[src/rtl/pc_sequencer.sv]
// Program-counter sequencer for the DLX fetch stage.
// Decides when the PC and the pipeline registers advance (run / single-step / halt, hazard
// stalls), selects the next PC (branch > jump > sequential) and counts advancing cycles.
// Ports:
//   i_clock, i_reset                 clock, synchronous active-low reset
//   i_run, i_step, i_halt_req        debug-unit command pulses
//   i_halt_instr                     HALT opcode seen in ID
//   i_stall                          load-use stall from the hazard unit
//   i_branch_taken/i_branch_addr     taken branch and its target
//   i_jump/i_jump_addr               jump and its target
//   i_pc                             current PC
//   o_mux_pc                         next PC for the program counter
//   o_pc_enable, o_pipe_enable       PC / pipeline-register enable
//   o_flush                          flush IF/ID on a redirect
//   o_state, o_halted, o_step_done   sequencer status
//   o_cycle_count                    saturating count of advancing cycles
module pc_sequencer #(
  parameter int unsigned NB      = 32,
  parameter int unsigned PC_INCR = 4,
  parameter int unsigned NB_CNT  = 32
) (
  input  logic              i_clock,
  input  logic              i_reset,
  input  logic              i_run,
  input  logic              i_step,
  input  logic              i_halt_req,
  input  logic              i_halt_instr,
  input  logic              i_stall,
  input  logic              i_branch_taken,
  input  logic [NB-1:0]     i_branch_addr,
  input  logic              i_jump,
  input  logic [NB-1:0]     i_jump_addr,
  input  logic [NB-1:0]     i_pc,
  output logic [NB-1:0]     o_mux_pc,
  output logic              o_pc_enable,
  output logic              o_pipe_enable,
  output logic              o_flush,
  output logic [1:0]        o_state,
  output logic              o_halted,
  output logic              o_step_done,
  output logic [NB_CNT-1:0] o_cycle_count
);

  typedef enum logic [1:0] {
    StIdle   = 2'b00,
    StRun    = 2'b01,
    StStep   = 2'b10,
    StHalted = 2'b11
  } state_e;

  state_e              state_q, state_d;
  logic                step_done_q, step_done_d;
  logic [NB_CNT-1:0]   cnt_q, cnt_d;
  logic                halt_any;
  logic                active;
  logic                pc_enable;

  assign halt_any = i_halt_instr | i_halt_req;
  assign active   = (state_q == StRun) || (state_q == StStep);
  // A HALT instruction must not advance: the PC stays parked on the HALT address.
  assign pc_enable = active & ~i_stall & ~halt_any;

  always_comb begin
    if (i_branch_taken) begin
      o_mux_pc = i_branch_addr;
    end else if (i_jump) begin
      o_mux_pc = i_jump_addr;
    end else begin
      o_mux_pc = i_pc + NB'(PC_INCR);
    end
  end

  always_comb begin
    state_d     = state_q;
    step_done_d = 1'b0;
    unique case (state_q)
      StIdle: begin
        if (i_run) begin
          state_d = StRun;
        end else if (i_step) begin
          state_d = StStep;
        end
      end
      StRun: begin
        if (halt_any) state_d = StHalted;
      end
      StStep: begin
        // Halt beats completion, so a halted step never reports done.
        if (halt_any) begin
          state_d = StHalted;
        end else if (!i_stall) begin
          state_d     = StIdle;
          step_done_d = 1'b1;
        end
      end
      StHalted: state_d = StHalted;
    endcase
  end

  always_comb begin
    cnt_d = cnt_q;
    if (pc_enable && (cnt_q != {NB_CNT{1'b1}})) begin
      cnt_d = cnt_q + NB_CNT'(1);
    end
  end

  always_ff @(posedge i_clock) begin
    if (!i_reset) begin
      state_q     <= StIdle;
      step_done_q <= 1'b0;
      cnt_q       <= '0;
    end else begin
      state_q     <= state_d;
      step_done_q <= step_done_d;
      cnt_q       <= cnt_d;
    end
  end

  assign o_pc_enable   = pc_enable;
  assign o_pipe_enable = pc_enable;
  // A stall suppresses the flush as well; upstream re-presents the redirect.
  assign o_flush       = pc_enable & (i_branch_taken | i_jump);
  assign o_state       = state_q;
  assign o_halted      = (state_q == StHalted);
  assign o_step_done   = step_done_q;
  assign o_cycle_count = cnt_q;

endmodule

[config.mk]
export PLATFORM = sky130hd
export DESIGN_NAME = pc_sequencer
export DESIGN_NICKNAME = d
export VERILOG_FILES = /design/src/rtl/pc_sequencer.sv
export SDC_FILE = /design/constraint.sdc
export NUM_CORES = 1
export LEC_CHECK = 0
export ABC_AREA = 1
export ABC_CLOCK_PERIOD_IN_PS = 2050
export CORE_MARGIN = 4
export CORE_UTILIZATION = 39
export CTS_CLUSTER_SIZE = 40
export DETAILED_ROUTE_END_ITERATION = 8
export PLACE_DENSITY = 0.81
export RECOVER_POWER = 100
export SETUP_SLACK_MARGIN = 0.15
export SYNTH_ARGS = -nofsm -noshare
export SYNTH_HDL_FRONTEND = slang
export SYNTH_SLANG_ARGS = --single-unit
export TNS_END_PERCENT = 10
[constraint.sdc]
create_clock -name i_clock -period 2.05 [get_ports i_clock]
set_input_delay 0.5125 -clock i_clock [delete_from_list [all_inputs] [get_ports i_clock]]
set_output_delay 0.5125 -clock i_clock [all_outputs]
set_load 0.005 [all_outputs]
==> results of run 1 <==
-- worst max-delay path, delay by kind of cell --
family / cells / cell delay (ns)
adder cells (fa/ha/maj): 1 / 0.14
AND/OR/NAND/NOR: 5 / 0.43
XOR/XNOR: 1 / 0.14
AO/OA/AOI/OAI: 1 / 0.11
buffers and inverters: 5 / 0.53
-- layer usage --
layer	global-route usage	wire length [microns]
met1	0.302	6530
met2	0.488	8030
met3	0.0594	1210
met4	0.108	530
met5	0	0
-- report_power, final --
part / internal [mW] / switching, mW
combinational: 0.606 / 0.531
sequential: 0.705 / 0.0148
clock: 0.264 / 0.253
-- cell type report --
type | instances | area, sq um
Antenna cell | 1 | 2.50
Fill cell | 783 | 2820
Timing Repair Buffer | 290 | 2560
Inverter | 54 | 204
Clock buffer | 6 | 82.6
Clock inverter | 1 | 5.00
Multi-Input combinational cell | 613 | 3190
Sequential cell | 35 | 702
Tap cell | 133 | 166
-- metrics by stage --
stage	hold WS (ns)	total power [mW]	utilization	instance area [sq um]	setup TNS (ns)
floorplan	0.496	1.16	-	3920	0
global placement	0.512	1.79	0.659	6410	-34.25
detailed placement	0.517	1.82	0.659	6410	-35.70
CTS	0.533	2.34	0.703	6840	-6.42
global route	0.552	2.51	0.710	6910	-13.01
finish	0.527	2.37	0.710	6910	-7.35
-- Yosys cell counts, drive strengths merged --
library cell | n | area, sq um
a21oi | 43 | 272
and2 | 1 | 6.26
buf | 9 | 83.8
clkbuf | 14 | 52.6
clkinv | 2 | 7.51
dfxtp | 35 | 701
ha | 7 | 87.6
inv | 52 | 195
nand2 | 284 | 1120
nand3 | 31 | 155
nand3b | 6 | 45.0
nand4 | 12 | 75.1
nor2 | 174 | 702
nor3 | 3 | 15.0
o211ai | 1 | 7.51
o21a | 2 | 15.0
o21ai | 24 | 120
xnor2 | 12 | 105
xor2 | 13 | 114
-- final timing paths --
check                                   end  cells after the start  slack [ns]
max                            o_mux_pc[12]                     13       -0.34
min          o_cycle_count[31]$_SDFFE_PN0P_                      2        0.53
max reg2reg  o_cycle_count[12]$_SDFFE_PN0P_                     11       -0.06
min reg2reg  o_cycle_count[31]$_SDFFE_PN0P_                      2        0.53
-- cells by family after synthesis --
logic type,share of synthesized area
adder cells (fa/ha/maj),0.0226
AND/OR/NAND/NOR,0.546
flip-flops,0.181
XOR/XNOR,0.0565
AO/OA/AOI/OAI,0.107
buffers and inverters,0.0874
-- timing repair --
| item | 4_1_cts | 5_1_grt |
|---|---|---|
| setup endpoints to repair | 61 | 68 |
| setup buffers | 25 | 1 |
| cloned | 0 | 0 |
| pin swaps | 70 | 40 |
| gates resized for setup | 275 | 78 |
-- registers in the layout, summed over array words and instances (netlist names) --
signal and count:
o_cycle_count 32, o_state 2, o_step_done 1
==> results.txt, run 1 <==
----------------------------------------------------
[Power and ir drop]
  Reported leakage power ... 3.12 nW
  Maximum vdd ir drop ... 429 uV
  Power density normalized to cell area ... 344 nW/um^2

[Setup path]
  Startpoint Class ... primary input
  Critical setup path kind ... primary input to primary output
  Cells along the critical path ... buf_8, buf_6, ha_4, nand2_4, nor2_4, nand2_4, buf_6, nor2_4, buf_4, xor2_1, nor2_1, o21ai_1, buf_2
  Beginning of the worst register-to-register path ... o_cycle_count[1]$_SDFFE_PN0P_
  Sort of element at the end of the critical path ... primary output
  Required time worst endpoint ... 1.54 ns
  Crit. Startpoint ... i_pc[2]
  Crit Path Max Fanout ... 2
  Crit-path slowest cell ... sky130_fd_sc_hd__ha_4
  Crit path DAT ... 1.88 ns
  Crit path largest cell delay ... 0.14 ns

[Clock tree]
  # hold bufs at CTS ... 0
  Number of H-tree branching levels ... 2
  Clock tree root driver cell ... sky130_fd_sc_hd__clkbuf_8
  Clock slew at reported path FFs ... 0.07 ns
  Max clock buf depth ... 2
  Num CTS Buffers ... 5
  Clock tree from TritonCTS ... yes
  Insertion delay to the later sink of the worst-skew pair ... 0.29 ns
  Clock sink total ... 35

[Routing]
  Vias per cell ... 4.93
  DRC violations left ... 0
  Total wire length ... 16300 microns
  Number of nets with antenna violations after detailed routing ... 0
  Starting DRC count in detailed routing ... 309
  First-pass detailed-route iteration total ... 5
  Vias after detailed routing ... 5582
  Final routed wire length divided by cell count ... 14.4 microns

[Finish]
  Non-filler cells in the finished layout ... 1133
  Layout area overhead ... 78.2%
  Final layout net count ... 1111
  Commonest cells after routing, fill and taps aside ... sky130_fd_sc_hd__nand2_1, sky130_fd_sc_hd__nor2_1, sky130_fd_sc_hd__buf_4, sky130_fd_sc_hd__clkdlybuf4s50_1, sky130_fd_sc_hd__inv_1
  Fraction of layout instances using a drive strength above 1 ... 0.289
  Most frequent standard cell in the layout excluding fill and tap cells ... sky130_fd_sc_hd__nand2_1

[STA]
  Setup repair after global routing missed its margin ... true
  Final worst clock skew ... 0.00643 ns
  Minimum period implied by the final worst setup slack ... 2.39 ns
  Maximum clock frequency ... 418 MHz
  Hold violation count in the final report ... 0
  Count of endpoints failing setup in the final report ... 50
  Max-Slew Margin vs Limit ... 0.622
  Slew Limit Fails ... 0
  Final cycle utilization of the critical path ... 1.17
  Slew at the pin with the worst max-slew slack ... 0.566 ns
  Worst Setup Slack, final ... -0.341 ns

[Yosys]
  Yosys Warn Count ... 0
  Share of the yosys chip area belonging to registers ... 0.181
  Number of different library cells in the post-synthesis netlist ... 33
  Avg Synthesized Cell Area ... 5.35 sq um
  Synthesized netlist cell count ... 725
  Seq cells post-synth ... 35
  Synthesized net count ... 837
  Syn Std Cell Area ... 3880 sq um

[Run status]
  Violated checks ... negative setup slack
  Result of the run ... complete, but fails checks

[GRT]
  Number of antenna violations at the first check in global routing ... 0
  Wire length of the first global-routing pass ... 25600 microns
  Global route overflow ... 0
  All-layer global routing usage ... 0.269
  Via count of the first global-routing pass ... 5626
  Largest net degree at the start of global routing ... 39

[Worst hold path]
  Hold WC Path Type ... register to register
  Startpoint of the most critical hold path ... o_cycle_count[31]$_SDFFE_PN0P_

[Floorplanning]
  Area of the die ... 11600 sq um
  Die X ... 108 microns
  Row count ... 36
  Number of I/O pins ... 176
  Initial Utilization ... 0.399
  Height of the die ... 108 microns
  Core area ... 9730 sq um

[Placement]
  Routability cong. ... 0.896
  Placement Setup Slack ... -1.11 ns
  Half-perimeter wire length after placement ... 12100 microns
  Cell count after placement ... 1099
  Port Buffers ... 175

[Job]
  Count of max-cap constraint violations ... 0

----------------------------------------------------
Power figures use the tool's default switching activity.
==> run 2, diff against run 1 <==
- PLACE_DENSITY: 0.81 -> 0.76
==> run 2 against run 1 <==
Power up 3.0%. Cell area up 4.4%. Critical endpoint is now o_mux_pc[26]. Critical path depth unchanged. Global-route usage up 0.30 points. Sequential share of layout area down 0.45 points. Worst hold slack better by 0.0056 ns. Cell count down 2.5%. Non-clock buffer count down 27. Setup slack better by 0.085 ns. Largest power group unchanged. The flow still finishes with violations (negative setup slack). Clock skew about the same. Die area unchanged. Count of clock-buffer cells in the layout unchanged. Critical path type unchanged.
==> results.txt, run 2 (same netlist as run 1, synthesis figures left out) <==
----------------------------------------------------
[Run status]
  Result of the run ... complete, but fails checks
  Violated checks ... negative setup slack

[Setup path]
  Sort of element at the end of the critical path ... primary output
  Total buffers and inverters traversed by the critical path ... 3
  Crit path DAT ... 1.79 ns
  Crit path largest cell delay ... 0.15 ns
  Critical setup path kind ... primary input to primary output
  Crit Path Max Fanout ... 3
  Startpoint Class ... primary input
  Beginning of the worst register-to-register path ... o_state[1]$_SDFFE_PN0P_
  Required time worst endpoint ... 1.54 ns
  Crit. Startpoint ... i_pc[3]
  Worst path top cell family by delay ... simple AND/OR/NAND/NOR gates
  Most frequent cell on the critical path ... sky130_fd_sc_hd__nand2_1
  Crit-path slowest cell ... sky130_fd_sc_hd__ha_4
  Cells along the critical path ... buf_8, ha_4, nand2_4, nor2_4, nand2_4, nor2_4, buf_6, nand2_2, nand2_1, nand2_1, o21ai_2, nand2_1, buf_2

[Clock tree]
  Number of H-tree branching levels ... 2
  Max clock buf depth ... 2
  Clock slew at reported path FFs ... 0.07 ns
  # hold bufs at CTS ... 0
  Num CTS Buffers ... 5
  Insertion delay to the later sink of the worst-skew pair ... 0.29 ns
  Clock tree from TritonCTS ... yes
  Clock tree root driver cell ... sky130_fd_sc_hd__clkbuf_8
  Clock sink total ... 35

[GRT]
  Global route overflow ... 0
  Met3 usage ... 0.0516
  Met1 usage ... 0.304
  Highest-utilization routing layer at the global route stage ... met2
  All-layer global routing usage ... 0.272
  Largest net degree at the start of global routing ... 36
  Wire length of the first global-routing pass ... 25600 microns
  Number of antenna violations at the first check in global routing ... 0
  Via count of the first global-routing pass ... 5374
  GR Layer Usage met2 ... 0.495

[Floorplanning]
  Height of the die ... 108 microns
  Die X ... 108 microns
  Area of the die ... 11600 sq um
  Row count ... 36
  Core area ... 9730 sq um
  Initial Utilization ... 0.399
  Number of I/O pins ... 176

[Finish]
  Layout area overhead ... 86.1%
  Final layout net count ... 1084
  Ant. Diodes ... 0
  Commonest cells after routing, fill and taps aside ... sky130_fd_sc_hd__nand2_1, sky130_fd_sc_hd__nor2_1, sky130_fd_sc_hd__clkdlybuf4s50_1, sky130_fd_sc_hd__buf_4, sky130_fd_sc_hd__inv_1
  Most frequent standard cell in the layout excluding fill and tap cells ... sky130_fd_sc_hd__nand2_1
  Final core occ ... 0.742
  Fraction of layout instances using a drive strength above 1 ... 0.331
  Max FFs per register ... 32

[STA]
  Minimum period implied by the final worst setup slack ... 2.31 ns
  Setup repair after global routing missed its margin ... true
  Final cycle utilization of the critical path ... 1.12
  Count of endpoints failing setup in the final report ... 53
  Slew Limit Fails ... 0
  Max-Slew Margin vs Limit ... 0.608
  Hold violation count in the final report ... 0
  Maximum clock frequency ... 434 MHz
  Worst Setup Slack, final ... -0.256 ns
  Final worst clock skew ... 0.00691 ns
  Setup TNS ... -7.20 ns
  Slew at the pin with the worst max-slew slack ... 0.589 ns

[Power and ir drop]
  Maximum vdd ir drop ... 325 uV
  Total chip power ... 2.44 mW
  Power density normalized to cell area ... 339 nW/um^2
  Reported leakage power ... 3.46 nW

[Routing]
  First-pass detailed-route iteration total ... 5
  Vias per cell ... 5.16
  DRC violations left ... 0
  Number of nets with antenna violations after detailed routing ... 0
  Final routed wire length divided by cell count ... 16.0 microns
  Total wire length ... 17700 microns
  Vias after detailed routing ... 5703
  Starting DRC count in detailed routing ... 394

[Placement]
  Port Buffers ... 175
  Routability cong. ... 0.941
  Half-perimeter wire length after placement ... 12200 microns
  Placement Setup Slack ... -1.13 ns

[Job]
  Count of max-cap constraint violations ... 0

[Worst hold path]
  Hold WC Path Type ... register to register
  Startpoint of the most critical hold path ... o_cycle_count[12]$_SDFFE_PN0P_

----------------------------------------------------
## run 2: cell types whose count changed in the layout (fill, tap and decap cells not counted), sizes merged
cell,change
dlygate4sd2,+2
diode,-1
buf,-18
dlygate4sd3,-3
clkdlybuf4s15,+4
clkbuf,-12
bufbuf,+1
dlymetal6s2s,-4
clkdlybuf4s25,-1
clkdlybuf4s50,+4
## run 2: area by class of cell
class	instances	area, sq um
Fill cell	760	2510
Timing Repair Buffer	263	2450
Inverter	54	220
Clock buffer	6	82.6
Sequential cell	35	701
Multi-Input combinational cell	613	3590
Tap cell	133	166
Clock inverter	1	5.00
## run 2: final timing paths
path / slack, ns / cells after the start / endpoint
setup / recovery: -0.26 / 13 / o_mux_pc[26]
hold / removal: 0.53 / 2 / o_cycle_count[12]$_SDFFE_PN0P_
setup reg to reg: -0.14 / 13 / o_cycle_count[8]$_SDFFE_PN0P_
hold reg to reg: 0.53 / 2 / o_cycle_count[12]$_SDFFE_PN0P_
## run 2: layer usage
layer,routed length [microns],vias to the layer above
met3,1290,65
li1,-,2753
met5,0,-
met2,9120,252
met1,6580,2633
met4,738,0
## run 2: worst reg2reg max path, stage by stage (launching register included)
cell and delay, ns:
sky130_fd_sc_hd__dfxtp_1 0.33, sky130_fd_sc_hd__inv_1 0.10, sky130_fd_sc_hd__ha_4 0.29, sky130_fd_sc_hd__nand2_4 0.03
sky130_fd_sc_hd__nor2_1 0.24, sky130_fd_sc_hd__buf_6 0.16, sky130_fd_sc_hd__buf_6 0.10, sky130_fd_sc_hd__buf_6 0.08
sky130_fd_sc_hd__buf_6 0.17, sky130_fd_sc_hd__nand2_8 0.09, sky130_fd_sc_hd__inv_6 0.07, sky130_fd_sc_hd__buf_16 0.23
sky130_fd_sc_hd__nand2_4 0.09, sky130_fd_sc_hd__a21oi_2 0.14
## run 2: timing repair
| item | 4_1_cts | 5_1_grt |
|---|---|---|
| hold endpoints to repair | 0 | 0 |
| endpoints found under the setup margin | 36 | 61 |
| resized for setup | 341 | 165 |
| pin swaps | 62 | 87 |
| buffers inserted | 22 | 5 |
| gates cloned | 1 | 0 |
## run 2: power breakdown
part / internal (mW) / switching (mW)
Sequential: 0.703 / 0.0234
Clock: 0.264 / 0.251
Combinational: 0.607 / 0.597
## run 2: metrics by stage
step                instance area, sq um  std cells  hold slack [ns]
finish                              7220       1105            0.533
global route                        7220       1105            0.559
CTS                                 6720       1100            0.528
detailed placement                  6190       1070            0.515
global placement                    6190       1070            0.507
floorplan                           3920        725            0.496
==> run 3, diff against run 2 <==
- ABC_AREA: 1 -> 0
- CORE_UTILIZATION: 39 -> 35
- PLACE_DENSITY: 0.76 -> 0.75
- SKIP_CTS_REPAIR_TIMING: unset -> 1
==> run 3 against run 2 <==
The flow still finishes with violations (negative setup slack). Critical path depth fell by 2. Via count is 21% lower. Cell count is 25% lower. Sequential share of layout area rose by 1.7 points. Register-to-register slack worse by 0.25 ns. Clock skew is 0.0044 ns higher. Utilization down 0.22 points. Fmax decreased by 12%. Die area decreased by 12%. Critical path type unchanged. Critical endpoint is now o_mux_pc[29].
==> results.txt, run 3 <==
----------------------------------------------------
[Setup path]
  Sort of element at the end of the critical path ... primary output
  Startpoint Class ... primary input
  Critical setup path kind ... primary input to primary output
  Crit. Startpoint ... i_pc[9]
  Most frequent cell on the critical path ... sky130_fd_sc_hd__buf_6
  Crit Path Max Fanout ... 3
  Crit path DAT ... 2.09 ns
  Required time worst endpoint ... 1.54 ns
  Cells along the critical path ... buf_6, nand4_1, buf_6, buf_6, buf_6, buf_6, nor2_4, nand4_1, or4_1, nand3_1, buf_2
  Beginning of the worst register-to-register path ... o_state[0]$_SDFFE_PN0P_
  Crit path largest cell delay ... 0.54 ns
  Worst reg2reg path depth ... 7
  Crit-path slowest cell ... sky130_fd_sc_hd__or4_1

[Floorplanning]
  Area of the die ... 10300 sq um
  Height of the die ... 101 microns
  Die X ... 101 microns
  Row count ... 33
  Core area ... 8340 sq um
  Number of I/O pins ... 176
  Initial Utilization ... 0.365

[STA]
  Count of endpoints failing setup in the final report ... 63
  Final cycle utilization of the critical path ... 1.27
  Maximum clock frequency ... 384 MHz
  Worst Setup Slack, final ... -0.557 ns
  Slew at the pin with the worst max-slew slack ... 0.643 ns
  Minimum period implied by the final worst setup slack ... 2.61 ns
  Max-Slew Margin vs Limit ... 0.569
  Setup repair after global routing missed its margin ... true
  Hold violation count in the final report ... 0
  Slew Limit Fails ... 0
  Final worst clock skew ... 0.0114 ns
  Worst hold slack across all endpoints ... 0.495 ns

[Power and ir drop]
  Total chip power ... 2.14 mW
  Reported leakage power ... 2.82 nW
  Power density normalized to cell area ... 348 nW/um^2
  Maximum vdd ir drop ... 291 uV

[Clock tree]
  Clock tree root driver cell ... sky130_fd_sc_hd__clkbuf_8
  Max clock buf depth ... 2
  Num CTS Buffers ... 5
  Insertion delay to the later sink of the worst-skew pair ... 0.29 ns
  Clock tree from TritonCTS ... yes
  Number of H-tree branching levels ... 2
  Clock slew at reported path FFs ... 0.07 ns
  Clock sink total ... 35

[Worst hold path]
  Hold WC Path Type ... register to register
  Hold path cells ... 2
  Startpoint of the most critical hold path ... o_cycle_count[19]$_SDFFE_PN0P_

[Routing]
  Vias per cell ... 5.43
  First-pass detailed-route iteration total ... 5
  Number of nets with antenna violations after detailed routing ... 0
  Starting DRC count in detailed routing ... 200
  Vias after detailed routing ... 4486
  Final routed wire length divided by cell count ... 16.6 microns
  Total wire length ... 13700 microns
  DRC violations left ... 0

[Yosys]
  Most repeated cell in the gate-level netlist after synthesis ... sky130_fd_sc_hd__nand2_1
  Avg Synthesized Cell Area ... 7.14 sq um
  Synth cell count leaders ... sky130_fd_sc_hd__nand2_1, sky130_fd_sc_hd__a21oi_1, sky130_fd_sc_hd__dfxtp_1
  Yosys top cell area share ... 0.230
  Synthesized netlist cell count ... 427
  Share of the yosys chip area belonging to registers ... 0.230
  Syn Std Cell Area ... 3050 sq um
  Library cell with the largest summed area after synthesis ... sky130_fd_sc_hd__dfxtp_1
  Number of different library cells in the post-synthesis netlist ... 45
  Async set-or-reset flop fraction in the synthesized netlist ... 0
  Seq cells post-synth ... 35
  Number of synthesized flops with an enable pin ... 0
  Dominant synthesized flop cell ... sky130_fd_sc_hd__dfxtp_1
  Ranking of synthesized cells by area ... sky130_fd_sc_hd__dfxtp_1, sky130_fd_sc_hd__a21oi_1, sky130_fd_sc_hd__nand2_1
  Synthesized net count ... 539
  Yosys Warn Count ... 0

[GRT]
  Largest net degree at the start of global routing ... 26
  GR Layer Usage met2 ... 0.420
  Met3 usage ... 0.0517
  All-layer global routing usage ... 0.234
  Via count of the first global-routing pass ... 4241
  Wire length of the first global-routing pass ... 19400 microns
  Met1 usage ... 0.271
  Global route overflow ... 0
  Number of antenna violations at the first check in global routing ... 0
  Highest-utilization routing layer at the global route stage ... met2

[Finish]
  Layout area overhead ... 102%
  Most frequent standard cell in the layout excluding fill and tap cells ... sky130_fd_sc_hd__buf_4
  Max FFs per register ... 32
  Final layout net count ... 831
  Commonest cells after routing, fill and taps aside ... sky130_fd_sc_hd__buf_4, sky130_fd_sc_hd__clkdlybuf4s50_1, sky130_fd_sc_hd__nand2_1, sky130_fd_sc_hd__dfxtp_1
  Final core occ ... 0.740
  Fraction of layout instances using a drive strength above 1 ... 0.311

[Placement]
  Port Buffers ... 175
  Placement Setup Slack ... -1.26 ns
  Routability cong. ... 0.908
  Half-perimeter wire length after placement ... 10500 microns

[Run status]
  Violated checks ... negative setup slack
  Result of the run ... complete, but fails checks

[Job]
  Count of max-cap constraint violations ... 0

----------------------------------------------------
## run 3: cell types whose count changed after synthesis, moves of 10 or more
cell and change:
sky130_fd_sc_hd__mux2i_1 +10, sky130_fd_sc_hd__a21oi_1 +13, sky130_fd_sc_hd__o31ai_1 +12, sky130_fd_sc_hd__or3_1 +17
sky130_fd_sc_hd__inv_1 -34, sky130_fd_sc_hd__nand2_1 -220, sky130_fd_sc_hd__a21oi_2 -15, sky130_fd_sc_hd__o21ai_0 +11
sky130_fd_sc_hd__nor2_1 -146
## run 3: power breakdown
part | leakage, nW | total (mW) | internal, mW | switching (mW)
sequential | 0.283 | 0.713 | 0.702 | 0.0114
combinational | 2.49 | 0.944 | 0.541 | 0.403
clock | 0.0412 | 0.487 | 0.237 | 0.250
total | 2.82 | 2.14 | 1.48 | 0.665
## run 3: critical path: cells and delay by family
kind / cells / cell delay, ns
and+or+nand+nor: 5 / 0.91
buffers and inverters: 6 / 0.67
## run 3: per-stage QoR
step,cell area (sq um),setup TNS (ns),instances
floorplan,3050,-7.69,427
global route,6170,-23.89,825
detailed placement,5650,-55.57,790
global placement,5650,-53.36,790
finish,6170,-18.38,826
CTS,5730,-46.24,798
## run 3: kinds of logic (layout without fill, tap and decap cells)
family | Yosys count | in the layout | share of synthesized area
compound gates | 119 | 119 | 0.242
xor+xnor | 24 | 24 | 0.0690
fa+ha+maj | 7 | 7 | 0.0287
buf+inv | 40 | 333 | 0.0530
flops | 35 | 35 | 0.230
mux | 13 | 13 | 0.0439
other cells | 0 | 1 | 0
simple gates | 189 | 189 | 0.334
## run 3: final cells by class
class | instances | area [sq um]
timing repair buffer | 309 | 2770
multi-input combinational | 352 | 2420
fill | 612 | 2170
sequential | 35 | 702
tap | 105 | 131
clock buffer | 6 | 72.6
inverter | 16 | 60.1
clock inverter | 2 | 12.5
antenna | 1 | 2.50
## run 3: final timing paths
path	endpoint	slack (ns)
hold / removal	o_cycle_count[19]$_SDFFE_PN0P_	0.50
setup / recovery	o_mux_pc[29]	-0.56
hold reg to reg	o_cycle_count[19]$_SDFFE_PN0P_	0.50
setup reg to reg	o_cycle_count[19]$_SDFFE_PN0P_	-0.39
## run 3: metal layers
layer,up-vias,wire length (microns)
met2,200,7140
met1,2071,5190
met3,36,962
met4,0,427
li1,2179,-
met5,-,0
